===== config.mk =====
export PLATFORM = sky130hd
export DESIGN_NAME = output_pulser
export DESIGN_NICKNAME = d
export VERILOG_FILES = /design/src/rtl/output_pulser_pkg.sv /design/src/rtl/output_pulser_timer.sv /design/src/rtl/output_pulser.sv
export SDC_FILE = /design/constraint.sdc
export NUM_CORES = 1
export LEC_CHECK = 0
export BUFFER_PORTS_ARGS = -buffer_cell sky130_fd_sc_hd__buf_2
export CAP_MARGIN = 10
export CELL_PAD_IN_SITES_DETAIL_PLACEMENT = 1
export CELL_PAD_IN_SITES_GLOBAL_PLACEMENT = 2
export CORE_UTILIZATION = 30
export CTS_CLUSTER_SIZE = 14
export DETAILED_ROUTE_END_ITERATION = 16
export PLACE_DENSITY_LB_ADDON = 0.1
export SYNTH_ARGS = -nofsm -noshare
export SYNTH_HDL_FRONTEND = slang
export SYNTH_HIERARCHICAL = 1
export SYNTH_SLANG_ARGS = --single-unit

===== constraint.sdc =====
create_clock -name clk -period 2.5 [get_ports clk]
set_input_delay 0.75 -clock clk [delete_from_list [all_inputs] [get_ports clk]]
set_output_delay 0.75 -clock clk [all_outputs]
set_load 0.005 [all_outputs]

===== src/rtl/output_pulser_pkg.sv =====
// Shared types, default parameters and width clamp for the output_pulser block.
package output_pulser_pkg;

    typedef enum logic [1:0] {
        IDLE = 2'd0,
        HIGH = 2'd1,
        GAP  = 2'd2
    } state_t;

    localparam int DEF_COUNTERWIDTH = 4;
    localparam int DEF_MINWIDTH     = 5;
    localparam int DEF_GAPTIME      = 5;

    function automatic int unsigned max_width(input int unsigned req, input int unsigned min_val);
        return (req > min_val) ? req : min_val;
    endfunction

endpackage


===== src/rtl/output_pulser_timer.sv =====
// pulse_timer: up-counter with clear/load-to-one and a terminal compare, shared
// by the HIGH and GAP phases of output_pulser.
module pulse_timer #(
    parameter int width = 4
) (
    input  logic             i_clk,
    input  logic             i_reset_n,
    input  logic             i_clear,
    input  logic             i_load,
    input  logic             i_inc,
    input  logic [width-1:0] i_limit,
    output logic             o_term
);

    logic [width-1:0] r_count;

    // Counter register: clear wins over load, load wins over increment.
    always_ff @(posedge i_clk) begin
        if (!i_reset_n) begin
            r_count <= '0;
        end else if (i_clear) begin
            r_count <= '0;
        end else if (i_load) begin
            r_count <= width'(1);
        end else if (i_inc) begin
            r_count <= r_count + width'(1);
        end else begin
            r_count <= r_count;
        end
    end

    assign o_term = (r_count == i_limit);

endmodule


===== src/rtl/output_pulser.sv =====
// output_pulser: turns accepted one-cycle requests into a clamped-width high pulse
// followed by a fixed low gap. Optional macro OUTPUT_PULSER_QUEUE_EN adds a
// one-entry pending slot so back-to-back pulses need no idle cycle.
module output_pulser
    import output_pulser_pkg::*;
#(
    parameter int counterwidth = DEF_COUNTERWIDTH,
    parameter int minwidth     = DEF_MINWIDTH,
    parameter int gaptime      = DEF_GAPTIME
) (
    input  logic                    clk,
    input  logic                    reset_n,
    input  logic                    req_valid,
    input  logic [counterwidth-1:0] req_width,
    output logic                    req_ready,
    output logic                    pin_out,
    output logic                    busy,
    output logic                    done
);

    state_t                  r_state;
    state_t                  w_state_next;
    logic                    r_pin;
    logic                    r_busy;
    logic                    r_done;
    logic                    r_ready;
    logic                    w_pin_next;
    logic                    w_busy_next;
    logic                    w_done_next;
    logic                    w_ready_next;
    logic [counterwidth-1:0] r_width;
    logic [counterwidth-1:0] w_width_next;
    logic [counterwidth-1:0] w_eff;
    logic [counterwidth-1:0] w_limit;
    logic                    w_accept;
    logic                    w_tmr_clear;
    logic                    w_tmr_load;
    logic                    w_tmr_inc;
    logic                    w_tmr_term;
`ifdef OUTPUT_PULSER_QUEUE_EN
    logic                    r_slot_full;
    logic [counterwidth-1:0] r_slot_width;
    logic                    w_slot_full_next;
    logic [counterwidth-1:0] w_slot_width_next;
`endif

    assign w_accept = req_valid && r_ready;
    assign w_eff    = counterwidth'(max_width(32'(req_width), 32'(minwidth)));
    // Kept outside the FSM block so the timer compare does not loop back through it.
    assign w_limit  = (r_state == GAP) ? counterwidth'(gaptime) : r_width;

    pulse_timer #(
        .width (counterwidth)
    ) u_timer (
        .i_clk     (clk),
        .i_reset_n (reset_n),
        .i_clear   (w_tmr_clear),
        .i_load    (w_tmr_load),
        .i_inc     (w_tmr_inc),
        .i_limit   (w_limit),
        .o_term    (w_tmr_term)
    );

    // Next state, next registered outputs and timer control.
    always_comb begin
        w_state_next = r_state;
        w_pin_next   = 1'b0;
        w_done_next  = 1'b0;
        w_width_next = r_width;
        w_tmr_clear  = 1'b0;
        w_tmr_load   = 1'b0;
        w_tmr_inc    = 1'b0;
`ifdef OUTPUT_PULSER_QUEUE_EN
        w_slot_full_next  = r_slot_full;
        w_slot_width_next = r_slot_width;
`endif
        case (r_state)
            IDLE: begin
                if (w_accept) begin
                    w_state_next = HIGH;
                    w_pin_next   = 1'b1;
                    w_tmr_load   = 1'b1;
                    w_width_next = w_eff;
                end else begin
                    w_tmr_clear  = 1'b1;
                end
            end
            HIGH: begin
                if (w_tmr_term) begin
                    w_state_next = GAP;
                    w_pin_next   = 1'b0;
                    w_tmr_load   = 1'b1;
                end else begin
                    w_pin_next   = 1'b1;
                    w_tmr_inc    = 1'b1;
                end
`ifdef OUTPUT_PULSER_QUEUE_EN
                if (w_accept) begin
                    w_slot_full_next  = 1'b1;
                    w_slot_width_next = w_eff;
                end else begin
                    w_slot_full_next  = r_slot_full;
                end
`endif
            end
            GAP: begin
                if (w_tmr_term) begin
                    w_done_next = 1'b1;
`ifdef OUTPUT_PULSER_QUEUE_EN
                    // A pending or simultaneously arriving request relaunches with no idle cycle.
                    if (r_slot_full) begin
                        w_state_next     = HIGH;
                        w_pin_next       = 1'b1;
                        w_tmr_load       = 1'b1;
                        w_width_next     = r_slot_width;
                        w_slot_full_next = 1'b0;
                    end else if (w_accept) begin
                        w_state_next = HIGH;
                        w_pin_next   = 1'b1;
                        w_tmr_load   = 1'b1;
                        w_width_next = w_eff;
                    end else begin
                        w_state_next = IDLE;
                        w_tmr_clear  = 1'b1;
                    end
`else
                    w_state_next = IDLE;
                    w_tmr_clear  = 1'b1;
`endif
                end else begin
                    w_tmr_inc = 1'b1;
`ifdef OUTPUT_PULSER_QUEUE_EN
                    if (w_accept) begin
                        w_slot_full_next  = 1'b1;
                        w_slot_width_next = w_eff;
                    end else begin
                        w_slot_full_next  = r_slot_full;
                    end
`endif
                end
            end
            default: begin
                w_state_next = IDLE;
                w_tmr_clear  = 1'b1;
            end
        endcase

        w_busy_next = (w_state_next != IDLE);
`ifdef OUTPUT_PULSER_QUEUE_EN
        w_ready_next = !w_slot_full_next;
`else
        w_ready_next = (w_state_next == IDLE);
`endif
    end

    // State register and registered outputs.
    always_ff @(posedge clk) begin
        if (!reset_n) begin
            r_state <= IDLE;
            r_pin   <= 1'b0;
            r_busy  <= 1'b0;
            r_done  <= 1'b0;
            r_ready <= 1'b1;
            r_width <= '0;
        end else begin
            r_state <= w_state_next;
            r_pin   <= w_pin_next;
            r_busy  <= w_busy_next;
            r_done  <= w_done_next;
            r_ready <= w_ready_next;
            r_width <= w_width_next;
        end
    end

`ifdef OUTPUT_PULSER_QUEUE_EN
    // Pending-request slot.
    always_ff @(posedge clk) begin
        if (!reset_n) begin
            r_slot_full  <= 1'b0;
            r_slot_width <= '0;
        end else begin
            r_slot_full  <= w_slot_full_next;
            r_slot_width <= w_slot_width_next;
        end
    end
`endif

    assign req_ready = r_ready;
    assign pin_out   = r_pin;
    assign busy      = r_busy;
    assign done      = r_done;

endmodule


; Yosys cells after proc, flatten, opt, wreduce, memory -nomap -nowiden
; Cells that the tools add are included.
[word_totals]
in_bits = 7
wordCells = 40
reg_bits = 14
out_inout_bits = 4
[classes]
n_eq_ne = 3
n_addsub = 1
bitwise_logic = 1
n_reduce_logical = 10
order_cmp = 1
mux = 16
[ops]
columns = cell, count
row1 = $mux W4, 2
row2 = $mux W1, 7
row3 = $mux W2, 3
row4 = $pmux W2 S3, 1
row5 = $add A4 B1 Y4 const B, 1
row6 = $eq A4 B4 Y1, 1
row7 = $gt A4 B3 Y1 const B, 1
row8 = $logic_not A2 Y1, 2
row9 = $pmux W1 S2, 2
row10 = $reduce_and A2 Y1, 2
row11 = $reduce_bool A2 Y1, 2
row12 = $reduce_or A2 Y1, 2
row13 = $pmux W1 S3, 1
row14 = $reduce_or A3 Y1, 1
row15 = $eq A2 B1 Y1 const B, 1
row16 = $eq A2 B2 Y1 const B, 1
row17 = $logic_and A1 B1 Y1, 1
row18 = $not A1 Y1, 1

; Longest topological paths before layout
[depth]
word_depth = 7
mapped_depth = 9

; By module
; Netlist, hierarchy kept.
[by_module_without_submodules]
columns = module, area_per_inst_um2, instances, seq_area_each_um2, cells_per_inst
row1 = output_pulser, 495.5, 1, 200.2, 51
row2 = pulse_timer, 234.0, 1, 80.1, 23

; Least setup slack after synthesis
; Ideal clock, no wire load.
[synth_path]
kind = reg2reg
startpoint = register r_state[0]
endpoint = register r_busy (netlist: busy)
path_slack_ns = -0.062
path_buffers = 0
setup_time_ns = 0.120
t_required_ns = 2.380
stages_incl_launch_ff = 9
arrival_ns = 2.442
path_cell_list = dfxtp_1 inv_1 ha_1 or2_2 xor2_1 nor4_1 o21ba_2 o221a_4 or2_1
[synth_between]
elab_chain_cells = 6
[synth_lines]
columns = element, line_no
row1 = "start, declared", output_pulser.sv:21  ; state_t r_state;
row2 = "start signal, assigned", output_pulser.sv:166  ; r_state <= w_state_next;
row3 = $eq A2 B2 Y1 (*), output_pulser.sv:50  ; assign w_limit = (r_state == GAP) ? counterwidth'(gaptime) : r_width;
row4 = $mux W4 (*), output_pulser.sv:50
row5 = named net w_limit[0], output_pulser.sv:34  ; logic [counterwidth-1:0] w_limit;
row6 = $eq A4 B4 Y1 (*), output_pulser_timer.sv:32  ; assign o_term = (r_count == i_limit);
row7 = named net w_tmr_term, output_pulser.sv:39  ; logic w_tmr_term;
row8 = $mux W2 (on tied branches), "output_pulser.sv:107, output_pulser.sv:89"
row9 = $pmux W2 S3 (*), output_pulser.sv:77  ; case (r_state)
row10 = $reduce_bool A2 Y1 (*), output_pulser.sv:148  ; w_busy_next = (w_state_next != IDLE);
row11 = "end signal, assigned", output_pulser.sv:168  ; r_busy <= w_busy_next;
row12 = "end, declared", output_pulser.sv:24  ; logic r_busy;
; The timed path passes the listed nets; every way through them passes the cells marked *.
; A chain may end at the register's enable or synchronous reset.

; Worst setup path after layout
; Ends and elaborated chain as after synthesis.

==> impl.org <==
** Floorplan
- For this configuration, the core starts out at a cell density of 0.3235.
- Core region area :: 2255 µm²
- Die X :: 51.31 µm
- Top-Level Pins :: 11
- Total number of placement rows :: 17
- Area of the die :: 2633 µm²
- Vertical extent of the die :: 51.31 µm

** Outcome
- Status :: complete, no violations

** Worst setup path
- On the worst path, the slowest cell contributes a delay of 0.35 ns.
- Data required, critical path :: 2.68 ns
- R2R Path End :: busy
- In this run the worst path has a maximum fanout of 8.
- For the worst setup path, the data arrival time is around 2.5 ns.
- In this run the register-to-register setup slack is 0.18 ns.
- For the worst flop-to-flop path, the logic depth is 9.
- The critical path is of the register to register type.
- Critical path endpoint category :: register
- Walking the worst path, the cells encountered are inv_1, ha_1, or2_2, xor2_1, nor4_2, buf_4, o21ba_2, o221a_4, or2_1.
- Among all stages on the critical path, the largest delay is contributed by sky130_fd_sc_hd__dfxtp_1.
- STA classifies the critical path startpoint as a register.
- The worst register-to-register path begins at r_state[0].

** Pwr
- In this run the static leakage power is 0.4183 nW.
- Dividing total power by cell area gives a power density of 1005 nW/µm².
- Across the VDD grid, the largest voltage drop is 0.5917 mV.

** Synth
- EDFF count, synth :: 0
- Synthesis-stage register bit count :: 14
- After synthesis, the mean cell area works out to 9.857 µm².
- In the post-synthesis netlist, the biggest area contributors are sky130_fd_sc_hd__dfxtp_1 38%, sky130_fd_sc_hd__ha_1 8.6%, sky130_fd_sc_hd__xor2_1 4.8%, sky130_fd_sc_hd__nor2b_1 4.3%, sky130_fd_sc_hd__a21boi_0 4.1%.
- Primary flip-flop cell chosen by synthesis mapping :: sky130_fd_sc_hd__dfxtp_1
- Yosys instantiated no cell more often than sky130_fd_sc_hd__dfxtp_1.
- The share of synthesized area in the top cell type comes to 0.3842.
- When the netlist entered floorplanning its net count stood at 86.
- For this run, the number of Yosys warnings is 6.
- Of all cell types, the one taking the most synthesized area is sky130_fd_sc_hd__dfxtp_1.
- Library cells used by synthesis :: 34
- Synthesis produced a netlist whose cell count is 74.
- Counting instances in the post-synthesis netlist gives the leading cell types as 14 x sky130_fd_sc_hd__dfxtp_1, 5 x sky130_fd_sc_hd__ha_1, 5 x sky130_fd_sc_hd__nand2_1, 5 x sky130_fd_sc_hd__nor2b_1.
- After synthesis, the share of flip-flops with an asynchronous set or reset is 0.
- The share of the Yosys chip area taken by registers is 0.3842.
- Summing every instance area after synthesis gives about 730 µm².

** Final layout
- Number of nets in the layout :: 103
- Area added between synthesis and finish :: 19.04%
- Fraction of final layout cells with drive strength greater than 1 :: 0.2444
- Antenna Diode Count :: 0
- For this run, the share of the core covered by cells in the final layout is 0.3851.

** Min path
- The worst hold path belongs to the class register to register.
- The worst hold path begins at r_width[3].
- The worst hold path passes through 2 cells.
- For hold timing, the worst endpoint is r_width[3].

** Placement
- Prior to clock tree synthesis, the placed netlist has a worst setup slack of 0.1948 ns.
- Summed over all nets, the half-perimeter wirelength after detailed placement is 1193 µm.
- Routability congestion estimate :: 0.6687
- Number of input and output port buffers inserted :: 10

** Clock network
- Clock tree synthesis inserted a total of 3 buffers.
- TritonCTS built the clock tree.
- Clock tree buffer depth :: 2
- Post-cts gate resize count :: 0
- Post-CTS timing repair inserted 0 buffers for setup.
- Buffers inserted to repair hold after CTS numbered 0.
- Worst-skew pair later-pin latency :: slightly below 0.3 ns
- Clock-pin slew was measured on the worst setup and hold paths at 0.08 ns.
- Total clock sinks :: 14
- The tree is rooted in a sky130_fd_sc_hd__clkbuf_4.
- Depth of the CTS H-tree :: 1

** STA
- The max-slew violation count was 0.
- Setup repair after global routing left no endpoint under its margin.
- Worst hold slack across all endpoints :: 0.4695 ns
- Final critical path time including I/O delays and setup :: 2.318 ns
- Worst Skew :: 0.004878 ns
- Final hold violations :: 0
- Max transition margin :: 0.7699
- Setup TNS :: 0 ns
- Final setup violation count :: 0
- At the pin with the least slew margin, the transition time is around 0.34 ns.
- Final worst-path cycle share :: 0.9273
- The worst path meets setup with 0.1818 ns of slack.
- Highest attainable clock frequency :: between 400 and 500 MHz

** GRT
- First-pass GRT wire length :: 2608 µm
- For this run, the total global-route usage over all layers was measured as 0.1423.
- Pin count of the biggest net entering global routing :: 11
- Via count of the first global-routing pass :: 580
- The initial antenna violation count came to 0.
- For this run the aggregate overflow at the end of global routing stands at 0.

** Drt
- The pre-antenna-repair detailed-routing pass consisted of 2 iterations.
- In this run, the number of DRC markers left after iteration 0 of detailed routing was 2.
- Total via count after detailed routing :: 580
- Number of remaining DRC errors :: 0
- After detailed routing, the average wire length per cell comes to 13.20 µm.
- Antenna viol nets, final :: 0
- For this block, the routed nets add up to 1558 µm of wire.
- Post-DR vias/cell :: 4.915

** Job
- The tool flagged a number of max-cap violations equal to 0.
## cell usage in the layout (no fill, tap or decap), types with 2 or more instances in the layout
cell type and n:
sky130_fd_sc_hd__a21boi_0 4, sky130_fd_sc_hd__nand3b_1 2, sky130_fd_sc_hd__and3_1 2, sky130_fd_sc_hd__buf_2 10
sky130_fd_sc_hd__clkbuf_4 3, sky130_fd_sc_hd__ha_1 5, sky130_fd_sc_hd__dfxtp_1 14, sky130_fd_sc_hd__inv_1 3
sky130_fd_sc_hd__nor3_1 2, sky130_fd_sc_hd__a21oi_1 2, sky130_fd_sc_hd__xor2_1 4, sky130_fd_sc_hd__buf_4 3
sky130_fd_sc_hd__nand2b_1 2, sky130_fd_sc_hd__nor2b_1 5, sky130_fd_sc_hd__or2_2 2, sky130_fd_sc_hd__nand2_1 5
sky130_fd_sc_hd__nor2_1 2
## worst max path at each step
stage	from	endpoint
finish	r_state[0]	busy
global route	r_state[0]	busy
CTS	r_state[0]	busy
detailed placement	r_state[0]	busy
global placement	r_state[0]	busy
floorplan	r_state[0]	busy
## cells by family after synthesis
logic type / share of synthesized area
AND/OR/NAND/NOR: 0.2230
AO/OA/AOI/OAI: 0.1870
flip-flops: 0.3842
XOR/XNOR: 0.06003
adder cells (fa/ha/maj): 0.08576
buffers and inverters: 0.03087
multiplexers: 0.02916
## stage by stage
step | total power [W] | instances | area [µm²]
2_1_floorplan | 0.0005899 | 74 | 735.7
3_3_place_gp | 0.0007095 | 114 | 832.0
3_5_place_dp | 0.0007175 | 114 | 832.0
4_1_cts | 0.0008880 | 118 | 868.3
5_1_grt | 0.0009516 | 118 | 868.3
6_report | 0.0008730 | 118 | 868.3
## worst max-delay path: cells and delay by family (launching register included)
kind                     cells  cell delay, ns
AND/OR/NAND/NOR              3            0.78
XOR/XNOR                     1            0.15
flip-flops                   1            0.35
adder cells (fa/ha/maj)      1            0.28
buffers and inverters        2            0.24
AO/OA/AOI/OAI                2            0.41
## power by group
group	internal (W)	switching [W]	total (W)	leakage, nW
combinational	0.000195	0.000211	0.000406	0.283
sequential	0.000272	0.0000309	0.000303	0.115
clock	0.0000888	0.0000750	0.000164	0.0210
total	0.000556	0.000317	0.000873	0.418
## sequential cells by signal, indices dropped and copies added, names as in the netlist
signal	count
req_ready	1
busy	1
done	1
pin_out	1
u_timer/r_count	4
r_state	2
r_width	4
## metal layers
| metal | vias up | wire (µm) | track usage |
|---|---|---|---|
| met5 | - | 0 | 0 |
| met4 | 0 | 14 | 0.05405 |
| met3 | 2 | 82 | 0.06250 |
| met2 | 15 | 670 | 0.2325 |
| met1 | 267 | 790 | 0.1625 |
| li1 | 296 | - | - |
## area by class of cell
| type | count | area, µm² |
|---|---|---|
| Clock buffer | 4 | 36.28 |
| Fill cell | 279 | 1386 |
| Inverter | 3 | 11.26 |
| Multi-Input combinational cell | 56 | 432.9 |
| Sequential cell | 14 | 280.3 |
| Tap cell | 28 | 35.03 |
| Timing Repair Buffer | 13 | 72.57 |
Note: power is estimated with default switching activity, not from simulation.
